**config.mk**
```make
export PLATFORM = sky130hd
export DESIGN_NAME = digest_write_arbiter
export DESIGN_NICKNAME = d
export VERILOG_FILES = /design/src/rtl/sha256_ctrl_pkg.sv /design/src/rtl/digest_rr_pick.sv /design/src/rtl/digest_write_arbiter.sv
export SDC_FILE = /design/constraint.sdc
export NUM_CORES = 1
export LEC_CHECK = 0
export BUFFER_PORTS_ARGS = -buffer_cell sky130_fd_sc_hd__clkbuf_2
export CORE_AREA = 2 2 512 514
export DETAILED_ROUTE_END_ITERATION = 16
export DIE_AREA = 0 0 514 516
export SLEW_MARGIN = 20
export SYNTH_ARGS = -nofsm -noshare
export SYNTH_HDL_FRONTEND = slang
export SYNTH_HIERARCHICAL = 1
export SYNTH_SLANG_ARGS = --single-unit
```
**constraint.sdc**
```tcl
create_clock -name CLK -period 4 [get_ports CLK]
set_input_delay 0.8 -clock CLK [delete_from_list [all_inputs] [get_ports CLK]]
set_output_delay 0.8 -clock CLK [all_outputs]
set_load 0.005 [all_outputs]
```
**src/rtl/sha256_ctrl_pkg.sv**
```systemverilog
// Shared constants and FSM state type for the SHA256 control/digest path.
package sha256_ctrl_pkg;

  localparam int DIGEST_W   = 256;
  localparam int WR_COUNT_W = 32;

  typedef enum logic [1:0] {
    IDLE  = 2'd0,
    WRITE = 2'd1,
    FULL  = 2'd2
  } arb_state_e;

endpackage

```
**src/rtl/digest_rr_pick.sv**
```systemverilog
// Combinational priority picker: scans requests starting at 'start' and
// wrapping, returns a one-hot grant plus the encoded winner index.
module digest_rr_pick #(
  parameter int N  = 4,
  parameter int IW = $clog2(N)
) (
  input  logic [N-1:0]  req,
  input  logic [IW-1:0] start,
  output logic [N-1:0]  grant,
  output logic [IW-1:0] idx,
  output logic          any
);

  // First asserted request at or after 'start' (modulo N) wins.
  always_comb begin
    int j;
    logic [IW-1:0] jj;
    grant = '0;
    idx   = '0;
    any   = 1'b0;
    j     = 0;
    jj    = '0;
    for (int k = 0; k < N; k++) begin
      j = int'(start) + k;
      if (j >= N) j = j - N;
      jj = IW'(j);
      if (!any && req[jj]) begin
        any       = 1'b1;
        grant[jj] = 1'b1;
        idx       = jj;
      end
    end
  end

endmodule

```
**src/rtl/digest_write_arbiter.sv**
```systemverilog
// Arbitrates several SHA256 cores onto the single digest memory: grants one
// finished digest, issues a one-cycle write, then holds it valid until acked.
// Build option: DIGEST_ARB_RR_EN selects round-robin arbitration; when it is
// not defined the lowest requesting index always wins.
module digest_write_arbiter
  import sha256_ctrl_pkg::*;
#(
  parameter int NUM_REQ = 4,
  parameter int ID_W    = $clog2(NUM_REQ)
) (
  input  logic                        CLK,
  input  logic                        RST,
  input  logic [NUM_REQ-1:0]          req_valid,
  input  logic [NUM_REQ*DIGEST_W-1:0] req_digest,
  output logic [NUM_REQ-1:0]          req_ready,
  output logic                        mem_write_en,
  output logic [DIGEST_W-1:0]         mem_digest_in,
  output logic                        out_valid,
  output logic [ID_W-1:0]             out_id,
  input  logic                        out_ack,
  output logic [WR_COUNT_W-1:0]       wr_count
);

  arb_state_e          state, state_nxt;
  logic [NUM_REQ-1:0]  pick_grant;
  logic [ID_W-1:0]     pick_idx;
  logic                pick_any;
  logic [ID_W-1:0]     pick_start;
  logic                xfer;

  digest_rr_pick #(.N(NUM_REQ), .IW(ID_W)) u_pick (
    .req   (req_valid),
    .start (pick_start),
    .grant (pick_grant),
    .idx   (pick_idx),
    .any   (pick_any)
  );

`ifdef DIGEST_ARB_RR_EN
  logic [ID_W-1:0] rr_ptr;

  // Pointer moves one past the last winner so every core gets a turn.
  always_ff @(posedge CLK) begin
    if (!RST)      rr_ptr <= '0;
    else if (xfer) rr_ptr <= (pick_idx == ID_W'(NUM_REQ-1)) ? '0 : pick_idx + ID_W'(1);
  end

  assign pick_start = rr_ptr;
`else
  assign pick_start = '0;
`endif

  // State register.
  always_ff @(posedge CLK) begin
    if (!RST) state <= IDLE;
    else      state <= state_nxt;
  end

  // Next state and per-state outputs. No grant is offered while reset is
  // held, since the reset edge would discard the transfer anyway.
  always_comb begin
    state_nxt    = state;
    req_ready    = '0;
    mem_write_en = 1'b0;
    out_valid    = 1'b0;
    xfer         = 1'b0;
    case (state)
      IDLE: begin
        if (RST) begin
          req_ready = pick_grant;
          xfer      = pick_any;
        end
        if (xfer) state_nxt = WRITE;
      end
      WRITE: begin
        mem_write_en = 1'b1;
        state_nxt    = FULL;
      end
      FULL: begin
        out_valid = 1'b1;
        if (out_ack) state_nxt = IDLE;
      end
      default: state_nxt = IDLE;
    endcase
  end

  // Capture the winner's digest and index on the transfer edge only.
  always_ff @(posedge CLK) begin
    if (!RST) begin
      mem_digest_in <= '0;
      out_id        <= '0;
    end else if (xfer) begin
      mem_digest_in <= req_digest[pick_idx*DIGEST_W +: DIGEST_W];
      out_id        <= pick_idx;
    end
  end

  // Count completed memory writes; wraps naturally at 2^32.
  always_ff @(posedge CLK) begin
    if (!RST)                wr_count <= '0;
    else if (state == WRITE) wr_count <= wr_count + 1'b1;
  end

endmodule

```
Word level (Yosys, flattened, before mapping)

Index checks and enable logic that the tools add are counted.

Logic and storage cells: 39
Output and inout bits: 296
Input bits: 1031
Register bits after elaboration: 292

Shift operators: 1
Add/sub/neg operators: 1
Reductions and logical operators: 8
Multiplexer cells: 21
Eq/ne operators: 4

Operators by type and width:

| kind                                           | number |
|---|---|
| variable part select 1024 x 11 -> 256 bit      | 1 |
| adder 32 x 1 -> 32 bit (second input constant) | 1 |
| two-way mux 4 bit                              | 3 |
| two-way mux 1 bit                              | 11 |
| two-way mux 2 bit                              | 5 |
| one-hot mux 2 bit (3 select lines)             | 1 |
| logical AND 1 bit                              | 3 |
| logical NOT 1 bit                              | 3 |
| two-way mux 3 bit                              | 1 |
| == test 2 x 1 -> 1 bit (second input constant) | 1 |
| == test 2 bit (second input constant)          | 1 |
| logical NOT 2 bit                              | 1 |
| != test 2 x 1 -> 1 bit (second input constant) | 1 |
| != test 2 bit (second input constant)          | 1 |
| AND reduction 2 bit                            | 1 |

Depth between registers and ports, before layout

Gate-level depths: netlist (run 1).

Word-level depth: 14
Mapped depth: 14
Mapped depth without buffers: 9

Modules after synthesis

The synthesis (run 1) kept the hierarchy.

By module, submodules not included:

| module               | cells an instance | seq. area each (um^2) | area an instance (um^2) | times used |
|---|---|---|---|---|
| digest_write_arbiter | 1630              | 5845.6                | 16527.1                 | 1 |
| digest_rr_pick       | 45                | 0.0                   | 421.7                   | 1 |

Worst setup path after synthesis (run 1)

Ideal clock, no wire load.

Path type: input to register
From: input req_valid[0]
To: register mem_digest_in[227]
Arrival: 2.998 ns
Setup time: 0.132 ns
Stages on the path: 9
Data required time: 3.868 ns
Path slack: 0.869 ns
Buffers on the path: 4
Cell sequence: mux4_2 > clkbuf_1 > o31ai_1 > buf_2 > buf_2 > buf_4 > mux4_2 > nand2_1 > a21oi_1

Elaborated cells between the ends (all ways): 17
Classes of those cells: shift: 1; mux: 10; reduce/logical: 6

RTL lines:

| what                                        | line                       | RTL |
|---|---|---|
| from (decl)                                 | digest_write_arbiter.sv:13 | `input logic [NUM_REQ-1:0] req_valid,` |
| two-way mux 1 bit *                         | digest_rr_pick.sv:27       | `if (!any && req[jj]) begin` |
| logical NOT 1 bit                           | digest_rr_pick.sv:27       |  |
| logical AND 1 bit                           | digest_rr_pick.sv:27       |  |
| two-way mux 1 bit                           | digest_rr_pick.sv:27       |  |
| logical NOT 1 bit                           | digest_rr_pick.sv:27       |  |
| logical AND 1 bit                           | digest_rr_pick.sv:27       |  |
| two-way mux 1 bit                           | digest_rr_pick.sv:27       |  |
| logical NOT 1 bit                           | digest_rr_pick.sv:27       |  |
| logical AND 1 bit                           | digest_rr_pick.sv:27       |  |
| two-way mux 2 bit *                         | digest_rr_pick.sv:27       |  |
| net pick_idx[0]                             | digest_write_arbiter.sv:26 | `logic [ID_W-1:0] pick_idx;` |
| variable part select 1024 x 11 -> 256 bit * | digest_write_arbiter.sv:93 | `mem_digest_in <= req_digest[pick_idx*DIGEST_W +: DIGEST_W];` |
| to (signal assigned)                        | digest_write_arbiter.sv:93 |  |
| to (decl)                                   | digest_write_arbiter.sv:17 | `output logic [DIGEST_W-1:0] mem_digest_in,` |

The timed path passes the listed nets; every way through them passes the cells marked *. The select of a mux whose other input is x is not followed.
A chain may end at the register's enable or synchronous reset.

Final worst setup path (run 1)

From: input req_valid[0]
To: output req_ready[3]

Cells in the longest elaborated chain, start to end: 12

RTL lines:

| what                | line                       | RTL |
|---|---|---|
| two-way mux 1 bit * | digest_rr_pick.sv:27       |  |
| logical NOT 1 bit   | digest_rr_pick.sv:27       |  |
| logical AND 1 bit   | digest_rr_pick.sv:27       |  |
| two-way mux 1 bit * | digest_rr_pick.sv:27       |  |
| logical NOT 1 bit   | digest_rr_pick.sv:27       |  |
| logical AND 1 bit   | digest_rr_pick.sv:27       |  |
| two-way mux 1 bit * | digest_rr_pick.sv:27       |  |
| logical NOT 1 bit * | digest_rr_pick.sv:27       |  |
| logical AND 1 bit * | digest_rr_pick.sv:27       |  |
| two-way mux 4 bit * | digest_rr_pick.sv:27       |  |
| net pick_grant[3]   | digest_write_arbiter.sv:25 | `logic [NUM_REQ-1:0] pick_grant;` |
| two-way mux 4 bit * | digest_write_arbiter.sv:69 | `if (RST) begin` |
| two-way mux 4 bit * | digest_write_arbiter.sv:67 | `case (state)` |
| to (decl)           | digest_write_arbiter.sv:15 | `output logic [NUM_REQ-1:0] req_ready,` |

The timed path passes the listed nets; every way through them passes the cells marked *.

==> metrics.md, run 1 <==
| Metric | Value |
|---|---|
| Starting density of the core | `0.0654` |
| Die Y | `516 µm` |
| Vias in the first global route | `20,400` |
| CTS sink cnt | `292` |
| Die area | `265,000 µm²` |
| Worst hold-check path type | `reg2reg` |
| Share of cells above drive strength 1 | `0.582` |
| CTS H-tree depth | `2` |
| Critical path's top delay family | `multiplexers` |
| Worst slew pin tran | `0.918 ns` |
| DR DRC count | `0` |
| Initial antenna violation count | `407` |
| Post-Syn Instances | `1,675` |
| Number of flops mapped to enable cells by yosys | `0` |
| Crit-path max FO | `13` |
| Vias per cell | `3.45` |
| Reg2reg path depth | `6` |
| Async SR Flop Fraction | `0` |
| DR iter-0 viols | `2,130` |
| Setup Fix Bufs, Post-CTS | `0` |
| Cell depth of the worst hold path | `2` |
| Max Cap Viol | `0` |
| Final worst path period need | `3.33 ns` |
| Hold Buf Count CTS | `0` |
| Register area share after synthesis | `0.345` |
| Post-synth cell types | `50` |
| Synth top area cells | `dfxtp_1, mux4_2, nand2_1` |
| Area leader, netlist | `dfxtp_1` |
| # setup viols final | `0` |
| Cts repair resizes | `0` |
| Critical path's slowest cell | `mux4_2` |
| 1st-pass router iterations | `5` |
| CTS tree | `done` |
| Most frequent cells in the layout | `clkbuf_2, nand2_1, dfxtp_1, a21oi_1, mux4_2` |
| CP cell instances | `clkbuf_2 -> mux4_2 -> nor4b_4 -> a22oi_1 -> o21ai_0 -> and2_1 -> clkbuf_2` |
| Core Util, Final | `0.115` |
| Status | `finished clean` |
| CORE AREA | `259,000 µm²` |
| Post-DRT Antenna Nets | `0` |
| Final hold violation count | `0` |
| First-pass GRT wire length | `263,000 µm` |
| HPWL after DPL | `202,000 µm` |
| P per Cell Area | `385 nW/µm²` |
| Synthesis-stage register bit count | `292` |
| Critical Path Sink Type | `output pin` |
| Post-synth top area share | `0.345` |
| Top_reg_cell synth | `dfxtp_1` |
| Root buffer cell | `clkbuf_16` |
| Io pins | `1,327` |
| Fin Clk Skew | `0.0214 ns` |
| Buffers & Inverters on Critical Path | `2` |
| Synth warn | `6` |
| CP Data Arrival Time | `2.53 ns` |
| Critical Path RT | `3.20 ns` |
| Clk buf depth | `3` |
| Post-Route WL | `223,000 µm` |
| Port Buffers | `1,326` |
| Vias | `22,700` |
| Slew Limit Headroom | `0.388` |
| Site row count | `187` |
| Skew-Pair Late Insertion Delay | `0.67 ns` |
| Clock transition at path regs | `0.05 ns` |
| GRT Total Usage | `0.160` |
| Crit share post-route | `0.831` |
| Cell Area, Synth | `16,900 µm²` |
| WL/cell | `33.9 µm` |
| Crit Path Class | `in2out` |
| Leak | `12.2 nW` |
| CP most frequent cell | `clkbuf_2` |
| P&R area growth vs syn | `76.1%` |
| Unrepaired setup endpoints after global routing | `false` |
| CP max stage delay | `0.62 ns` |
| Slew Limit Fails | `0` |
| Die width | `514 µm` |
| GPL Wtd Cong | `1.06` |
| CP Launch Type | `primary input` |
| CTS Buf Count | `44` |
| CP Depth | `7` |
| F_max | `301 MHz` |
| Layout Nets | `4,013` |
| Largest vdd supply drop | `275 µV` |
| Commonest non-fill, non-tap cell in the layout | `clkbuf_2` |
| Setup TNS | `0 ns` |
| Remaining Overflow, GRT | `0` |
| Largest net degree at the start of global routing | `90` |
| Syn avg cell area | `10.1 µm²` |
## through the flow
| step | hold slack, ns | cells | setup slack (ns) | area [µm²] | total power [mW] |
|---|---|---|---|---|---|
| 3_5_place_dp | 0.446 | 6332 | 0.315 | 28000 | 7.37 |
| 2_1_floorplan | 0.453 | 1686 | 0.869 | 17000 | 5.41 |
| 5_1_grt | 0.439 | 6480 | 0.560 | 29600 | 12.0 |
| 3_3_place_gp | 0.442 | 6332 | 0.329 | 28000 | 7.35 |
| 6_report | 0.452 | 6565 | 0.675 | 29800 | 11.5 |
| 4_1_cts | 0.383 | 6406 | 0.687 | 29500 | 11.7 |
## cell type report
type | instances | area, µm²
timing repair buffer | 1404 | 7450
antenna | 159 | 398
multi-input combinational | 1224 | 10400
fill | 30100 | 229000
clock inverter | 16 | 173
inverter | 10 | 52.6
sequential | 292 | 5850
clock buffer | 58 | 1260
tap | 3402 | 4260
## tightest hold or removal path, delay by kind of cell, from the launching register on
| family | cells | cell delay [ns] |
|---|---|---|
| DFF | 1 | 0.31 |
| AOI/OAI and AO/OA | 1 | 0.05 |
| and+or+nand+nor | 1 | 0.05 |
## cell families after synthesis
| family | Yosys count | synth area share |
|---|---|---|
| muxes | 267 | 0.350 |
| and+or+nand+nor | 617 | 0.154 |
| buffers and inverters | 170 | 0.0455 |
| DFF | 292 | 0.345 |
| other | 1 | 0.000221 |
| adders and majority gates | 6 | 0.00443 |
| xor gates and xnor gates | 10 | 0.00517 |
| AOI/OAI and AO/OA | 312 | 0.0961 |
## synthesized netlist by cell type (11+ instances only)
library cell / n
a21oi_1: 276
buf_2: 63
clkbuf_1: 83
dfxtp_1: 292
mux4_2: 258
nand2_1: 530
nor2_1: 15
o21ai_0: 11
o31ai_1: 12
or4_1: 11
## sequential cells by signal (all words and copies together), names as in the netlist
register,flops
mem_digest_in,256
wr_count,32
out_id,2
state,2
## worst paths after layout
kind,slack [ns],start,to
max,0.67,req_valid[0],req_ready[3]
min,0.45,mem_digest_in[79],mem_digest_in[79]
max reg2reg,1.31,state[1],mem_digest_in[227]
min reg2reg,0.45,mem_digest_in[79],mem_digest_in[79]
## per-layer routing
metal / share of wire / GRT usage
met5: 0.0088 / 0.00703
met4: 0.063 / 0.0860
met3: 0.19 / 0.130
met2: 0.42 / 0.239
met1: 0.32 / 0.153
## power by group
part | internal [mW] | switching, mW | total (mW)
Sequential | 3.21 | 0.198 | 3.41
Combinational | 1.85 | 2.03 | 3.88
Clock | 2.39 | 1.83 | 4.22
Total | 7.45 | 4.05 | 11.5
(Power assumes the default switching activity.)
==> inputs of run 2 (changes only) <==
- clock period: 4 -> 3.41 ns (I/O delays scaled with it)
==> run 2 against run 1 <==
Against the previous run: sequential power grew 17%; flip-flop and latch count is the same; global-route usage is essentially flat; count of clock-buffer cells in the layout grew 4; first-iteration DRC count grew 4.8%; clock power grew 15%; clock skew grew 0.020 ns.
==> metrics.md, run 2 (synthesis gave the netlist of run 1 again) <==
| Metric | Value |
|---|---|
| Remaining Overflow, GRT | `0 (unchanged)` |
| Unrepaired setup endpoints after global routing | `false` |
| Site row count | `187 (unchanged)` |
| Final worst path period need | `3.00 ns` |
| Critical Path RT | `2.73 ns (-0.47 ns)` |
| Initial antenna violation count | `386 (-5.2%)` |
| Hold Buf Count CTS | `0 (unchanged)` |
| Largest register by flop count | `mem_digest_in` |
| CTS sink cnt | `292 (unchanged)` |
| Starting density of the core | `0.0654 (unchanged)` |
| Post-Place Cells | `6,374 (+0.66%)` |
| DR iter-0 viols | `2,232 (+4.8%)` |
| Final hold violation count | `0 (unchanged)` |
| M3 GR Usage | `0.137 (+0.00661)` |
| HPWL after DPL | `203,000 µm (+0.40%)` |
| Largest vdd supply drop | `357 µV (+29%)` |
| Largest register FFs | `256 (unchanged)` |
| # setup viols final | `0 (unchanged)` |
| Vias | `22,700 (-0.084%)` |
| Status | `finished clean` |
| WL/cell | `33.8 µm (-0.36%)` |
| Worst hold-check path type | `in2reg` |
| Vias in the first global route | `20,900 (+2.2%)` |
| Crit-path max FO | `6 (-7)` |
| M2 GR Usage | `0.243 (+0.00348)` |
| Crit Path Class | `in2out` |
| Layout Nets | `4,054 (+1.0%)` |
| Slew Limit Headroom | `0.429 (+0.0415)` |
| Vias per cell | `3.44 (-0.43%)` |
| Die Y | `516 µm (unchanged)` |
| GRT Total Usage | `0.160 (+0.000285)` |
| Reg2reg path depth | `7 (+1)` |
| Largest net degree at the start of global routing | `85 (-5.6%)` |
| Setup Fix Bufs, Post-CTS | `0 (unchanged)` |
| Setup TNS | `0 ns (unchanged)` |
| CTS tree | `done` |
| F_max | `333 MHz` |
| Commonest non-fill, non-tap cell in the layout | `clkbuf_2` |
| First-pass GRT wire length | `264,000 µm (+0.37%)` |
| Slew Limit Fails | `0 (unchanged)` |
| Post-DRT Antenna Nets | `0 (unchanged)` |
| Leak | `12.4 nW (+1.9%)` |
| Worst slew pin tran | `0.856 ns (-0.0622 ns)` |
| Port Buffers | `1,326 (unchanged)` |
| Cts repair resizes | `0 (unchanged)` |
| Most frequent cells in the layout | `clkbuf_2, nand2_1, dfxtp_1, a21oi_1, mux4_2` |
| CTS Buf Count | `43 (-2.3%)` |
| Skew-Pair Late Insertion Delay | `0.67 ns (about the same)` |
| Die width | `514 µm (unchanged)` |
| Regs by FF count | `mem_digest_in: 256 flops, wr_count: 32 flops` |
| CORE AREA | `259,000 µm² (unchanged)` |
| Io pins | `1,327 (unchanged)` |
| Post-Route WL | `223,000 µm (about the same)` |
| P&R area growth vs syn | `78.2%` |
| Clock transition at path regs | `0.06 ns (about the same)` |
| Cell depth of the worst hold path | `4 (+2)` |
| Gr busiest metal | `met2` |
| Clk buf depth | `3 (unchanged)` |
| Layout Cells excl Fill | `6,588 (+0.35%)` |
| P per Cell Area | `449 nW/µm² (+17%)` |
| Die area | `265,000 µm² (unchanged)` |
| Fin Clk Skew | `0.0415 ns (+0.0201 ns)` |
| Max Cap Viol | `0 (unchanged)` |
| GPL Wtd Cong | `1.06 (+0.39%)` |
| Root buffer cell | `clkbuf_16` |
| CP Launch Type | `primary input` |
| Critical Path Sink Type | `output pin` |
| 1st-pass router iterations | `6 (+1)` |
| CP Data Arrival Time | `2.32 ns (-0.21 ns)` |
| Layout filler cell count | `30,000 (-0.30%)` |
| CTS H-tree depth | `2 (unchanged)` |
| Global Route met1 Usage | `0.151 (-0.00201)` |
| Share of cells above drive strength 1 | `0.586 (+0.00373)` |
| Crit share post-route | `0.879` |
| DR DRC count | `0 (unchanged)` |
-- run 2: cell count changes in the layout (fill, tap and decap cells not counted), sizes merged --
cell / delta
buf: +42
diode: -21
clkinv: +1
clkinvlp: -2
inv: -1
clkbuf: +4
-- run 2: power by group --
part | internal, mW | leakage, nW | total, mW | switching (mW)
sequential | 3.77 | 2.39 | 4.00 | 0.235
clock | 2.75 | 0.690 | 4.84 | 2.09
combinational | 2.29 | 9.31 | 4.72 | 2.43
total | 8.82 | 12.4 | 13.6 | 4.75
-- run 2: critical path, cell delays in order --
cell and delay [ns]:
clkbuf_2 0.12, mux4_1 0.51, buf_4 0.17, nor4b_4 0.22
buf_4 0.17, a22oi_1 0.06, o21ai_0 0.07, and2_1 0.17
clkbuf_2 0.15
-- run 2: through the flow --
stage	worst slack (ns)	total power, mW	utilization	hold WS, ns	instance area, µm²
finish	0.411	13.6	0.116	0.395	30200
detailed placement	0.0877	8.81	0.110	0.446	28400
global route	0.283	14.1	0.116	0.346	30000
CTS	0.378	13.8	0.115	0.288	29800
floorplan	0.397	6.35	-	0.453	17000
global placement	0.0507	8.80	0.110	0.442	28400
-- run 2: path summary, 6_finish.rpt --
path                            from            endpoint  slack [ns]
setup / recovery        req_valid[2]        req_ready[3]        0.41
setup reg to reg            state[1]  mem_digest_in[144]        1.05
hold reg to reg   mem_digest_in[169]  mem_digest_in[169]        0.45
hold / removal               out_ack            state[1]        0.40
-- run 2: layer usage --
| layer | vias up | part of all wire |
|---|---|---|
| met3 | 832 | 0.19 |
| met5 | - | 0.0090 |
| li1 | 9020 | - |
| met1 | 10600 | 0.32 |
| met2 | 1877 | 0.42 |
| met4 | 296 | 0.059 |
-- run 2: final cells by class --
class / instances / area, µm² / area share
multi-input cells: 1224 / 10400 / 0.345
repair buffers: 1446 / 7880 / 0.261
flip-flops and latches: 292 / 5850 / 0.194
well taps: 3402 / 4260 / 0.141
clock buffers: 62 / 1250 / 0.0414
diodes: 138 / 345 / 0.0114
clock inverters: 14 / 158 / 0.00522
inverters: 10 / 52.6 / 0.00174
==> inputs of run 3 (changes only) <==
- clock period: 3.41 -> 3.4 ns (I/O delays scaled with it)
==> run 3 against run 2 <==
Against the previous run: non-clock buffer count is 4 lower; via count is 0.16% lower; core utilization hardly changed; final area hardly changed; critical endpoint unchanged; worst hold slack worse by 0.062 ns.
==> metrics.md, run 3 (synthesis gave the netlist of run 1 again) <==
| Metric | Value |
|---|---|
| Status | `finished clean` |
| # setup viols final | `0 (unchanged)` |
| Worst hold-check path type | `in2reg` |
| Critical path's slowest cell | `mux4_1` |
| Clock transition at path regs | `0.06 ns (about the same)` |
| Most frequent cells in the layout | `clkbuf_2, nand2_1, dfxtp_1, a21oi_1, mux4_2` |
| Largest register by flop count | `mem_digest_in` |
| Starting density of the core | `0.0654 (unchanged)` |
| Largest net degree at the start of global routing | `76 (-11%)` |
| Combinational share of power | `0.343 (-0.005)` |
| Initial antenna violation count | `394 (+2.1%)` |
| Hold Buf Count CTS | `0 (unchanged)` |
| Commonest non-fill, non-tap cell in the layout | `clkbuf_2` |
| Largest vdd supply drop | `331 µV (-7.2%)` |
| Cts repair resizes | `0 (unchanged)` |
| WL/cell | `33.6 µm (-0.69%)` |
| Share of cells above drive strength 1 | `0.587 (+0.000713)` |
| Slew Limit Fails | `0 (unchanged)` |
| First-pass GRT wire length | `262,000 µm (-0.97%)` |
| GRT Total Usage | `0.158 (-0.00138)` |
| Vias per cell | `3.43 (-0.11%)` |
| CORE AREA | `259,000 µm² (unchanged)` |
| Root buffer cell | `clkbuf_16` |
| Crit share post-route | `0.903` |
| 1st-pass router iterations | `5 (-1)` |
| Flop-to-flop setup slack | `0.97 ns (-0.08 ns)` |
| CTS tree | `done` |
| Clock share of power | `0.362 (+0.005)` |
| Seq pwr share | `0.295 (about the same)` |
| CP cell instances | `clkbuf_2 -> mux4_1 -> buf_4 -> nor4b_4 -> buf_4 -> a22oi_1 -> o21ai_0 -> and2_1 -> clkbuf_2` |
| Fin Clk Skew | `0.0336 ns (-0.00789 ns)` |
| Slew Limit Headroom | `0.420 (-0.00954)` |
| Buffers & Inverters on Critical Path | `4 (unchanged)` |
| Site row count | `187 (unchanged)` |
| CTS sink cnt | `292 (unchanged)` |
| CP max stage delay | `0.53 ns (+0.02 ns)` |
| Final worst path period need | `3.07 ns` |
| Layout Nets | `4,050 (-0.099%)` |
| HPWL after DPL | `201,000 µm (-0.61%)` |
| Port Buffers | `1,326 (unchanged)` |
| CP Launch Type | `primary input` |
| Multi-input gate area | `10,400 µm² (unchanged)` |
| Die area | `265,000 µm² (unchanged)` |
| Switching share of power | `0.348 (-0.00174)` |
| DR DRC count | `0 (unchanged)` |
| Critical path's top delay family | `buffers and inverters` |
| Max Cap Viol | `0 (unchanged)` |
| Final hold violation count | `0 (unchanged)` |
| CTS H-tree depth | `2 (unchanged)` |
| GPL Wtd Cong | `1.07 (+0.78%)` |
| P&R area growth vs syn | `78.1% (about the same)` |
| P per Cell Area | `451 nW/µm² (+0.34%)` |
| Critical Path RT | `2.72 ns (about the same)` |
| Die Y | `516 µm (unchanged)` |
| Worst slew pin tran | `0.870 ns (+0.0143 ns)` |
| Largest register FFs | `256 (unchanged)` |
| Vias | `22,600 (-0.16%)` |
| Critical Path Sink Type | `output pin` |
| NetSw | `4.74 mW (-0.20%)` |
| Post-Route WL | `221,000 µm (-0.74%)` |
| Leak | `12.4 nW (-0.16%)` |
| Vias in the first global route | `20,700 (-0.60%)` |
| Clk buf depth | `3 (unchanged)` |
| Die width | `514 µm (unchanged)` |
| Unrepaired setup endpoints after global routing | `false` |
| CTS Buf Count | `43 (unchanged)` |
| Setup TNS | `0 ns (unchanged)` |
| Crit Path Class | `in2out` |
| Pint | `8.87 mW (+0.56%)` |
| Remaining Overflow, GRT | `0 (unchanged)` |
| F_max | `326 MHz` |
| Regs by FF count | `mem_digest_in: 256 flops, wr_count: 32 flops` |
| Register Area | `5850 µm² (unchanged)` |
| Skew-Pair Late Insertion Delay | `0.67 ns (about the same)` |
| Setup Fix Bufs, Post-CTS | `0 (unchanged)` |
| Post-DRT Antenna Nets | `0 (unchanged)` |
| Layout filler cell count | `30,000 (+0.10%)` |
| Crit-path max FO | `6 (unchanged)` |
| Core Util, Final | `0.116 (about the same)` |
| Io pins | `1,327 (unchanged)` |
| DR iter-0 viols | `2,005 (-10%)` |
| CP Data Arrival Time | `2.39 ns (+0.07 ns)` |
## run 3: changes by cell type in the layout (fill, tap and decap cells not counted), sizes merged
cell	change
clkbuf	-4
clkinvlp	+4
buf	-4
clkinv	-1
inv	+2
diode	-1
bufinv	+1
## run 3: power groups by stage
stage	clock, mW	combinational (mW)	sequential (mW)
after floorplan	0	2.32	4.05
after global placement	0	4.68	4.06
after detailed placement	0	4.70	4.07
after CTS	5.07	4.71	4.00
after global routing	5.14	4.98	4.04
final	4.92	4.67	4.01
## run 3: cell type report
| type | instances | share of cell area |
|---|---|---|
| Multi-Input combinational cell | 1224 | 0.345 |
| Timing Repair Buffer | 1442 | 0.259 |
| Antenna cell | 137 | 0.0114 |
| Inverter | 10 | 0.00174 |
| Tap cell | 3402 | 0.141 |
| Clock inverter | 20 | 0.00788 |
| Sequential cell | 292 | 0.194 |
| Clock buffer | 58 | 0.0402 |
## run 3: stage by stage
step                      setup slack, ns  total power [mW]  std cells  instance area (µm²)  hold slack, ns
after global routing                0.155              14.2       6511                30000           0.315
after detailed placement           0.0220              8.77       6370                28400           0.446
after global placement              0.105              8.74       6370                28400           0.441
final                               0.331              13.6       6585                30200           0.333
after floorplan                     0.389              6.37       1686                17000           0.453
after CTS                           0.307              13.8       6448                29800           0.261
## run 3: tightest hold or removal path, cell delays in order
cell      delay, ns
clkbuf_2       0.09
inv_1          0.06
a21oi_1        0.06
nor2_1         0.07
## run 3: per-layer routing
metal,global-route usage,part of all wire,vias to the layer above
li1,-,-,9001
met1,0.147,0.31,10500
met2,0.245,0.43,2016
met3,0.136,0.19,834
met4,0.0752,0.059,292
met5,0,0.0099,-
## run 3: path summary, 6_finish.rpt
check / from / endpoint / depth (start not counted)
setup / recovery: req_valid[2] / req_ready[3] / 9
hold / removal: out_ack / state[1] / 4
setup reg to reg: state[1] / mem_digest_in[130] / 7
hold reg to reg: mem_digest_in[203] / mem_digest_in[203] / 2
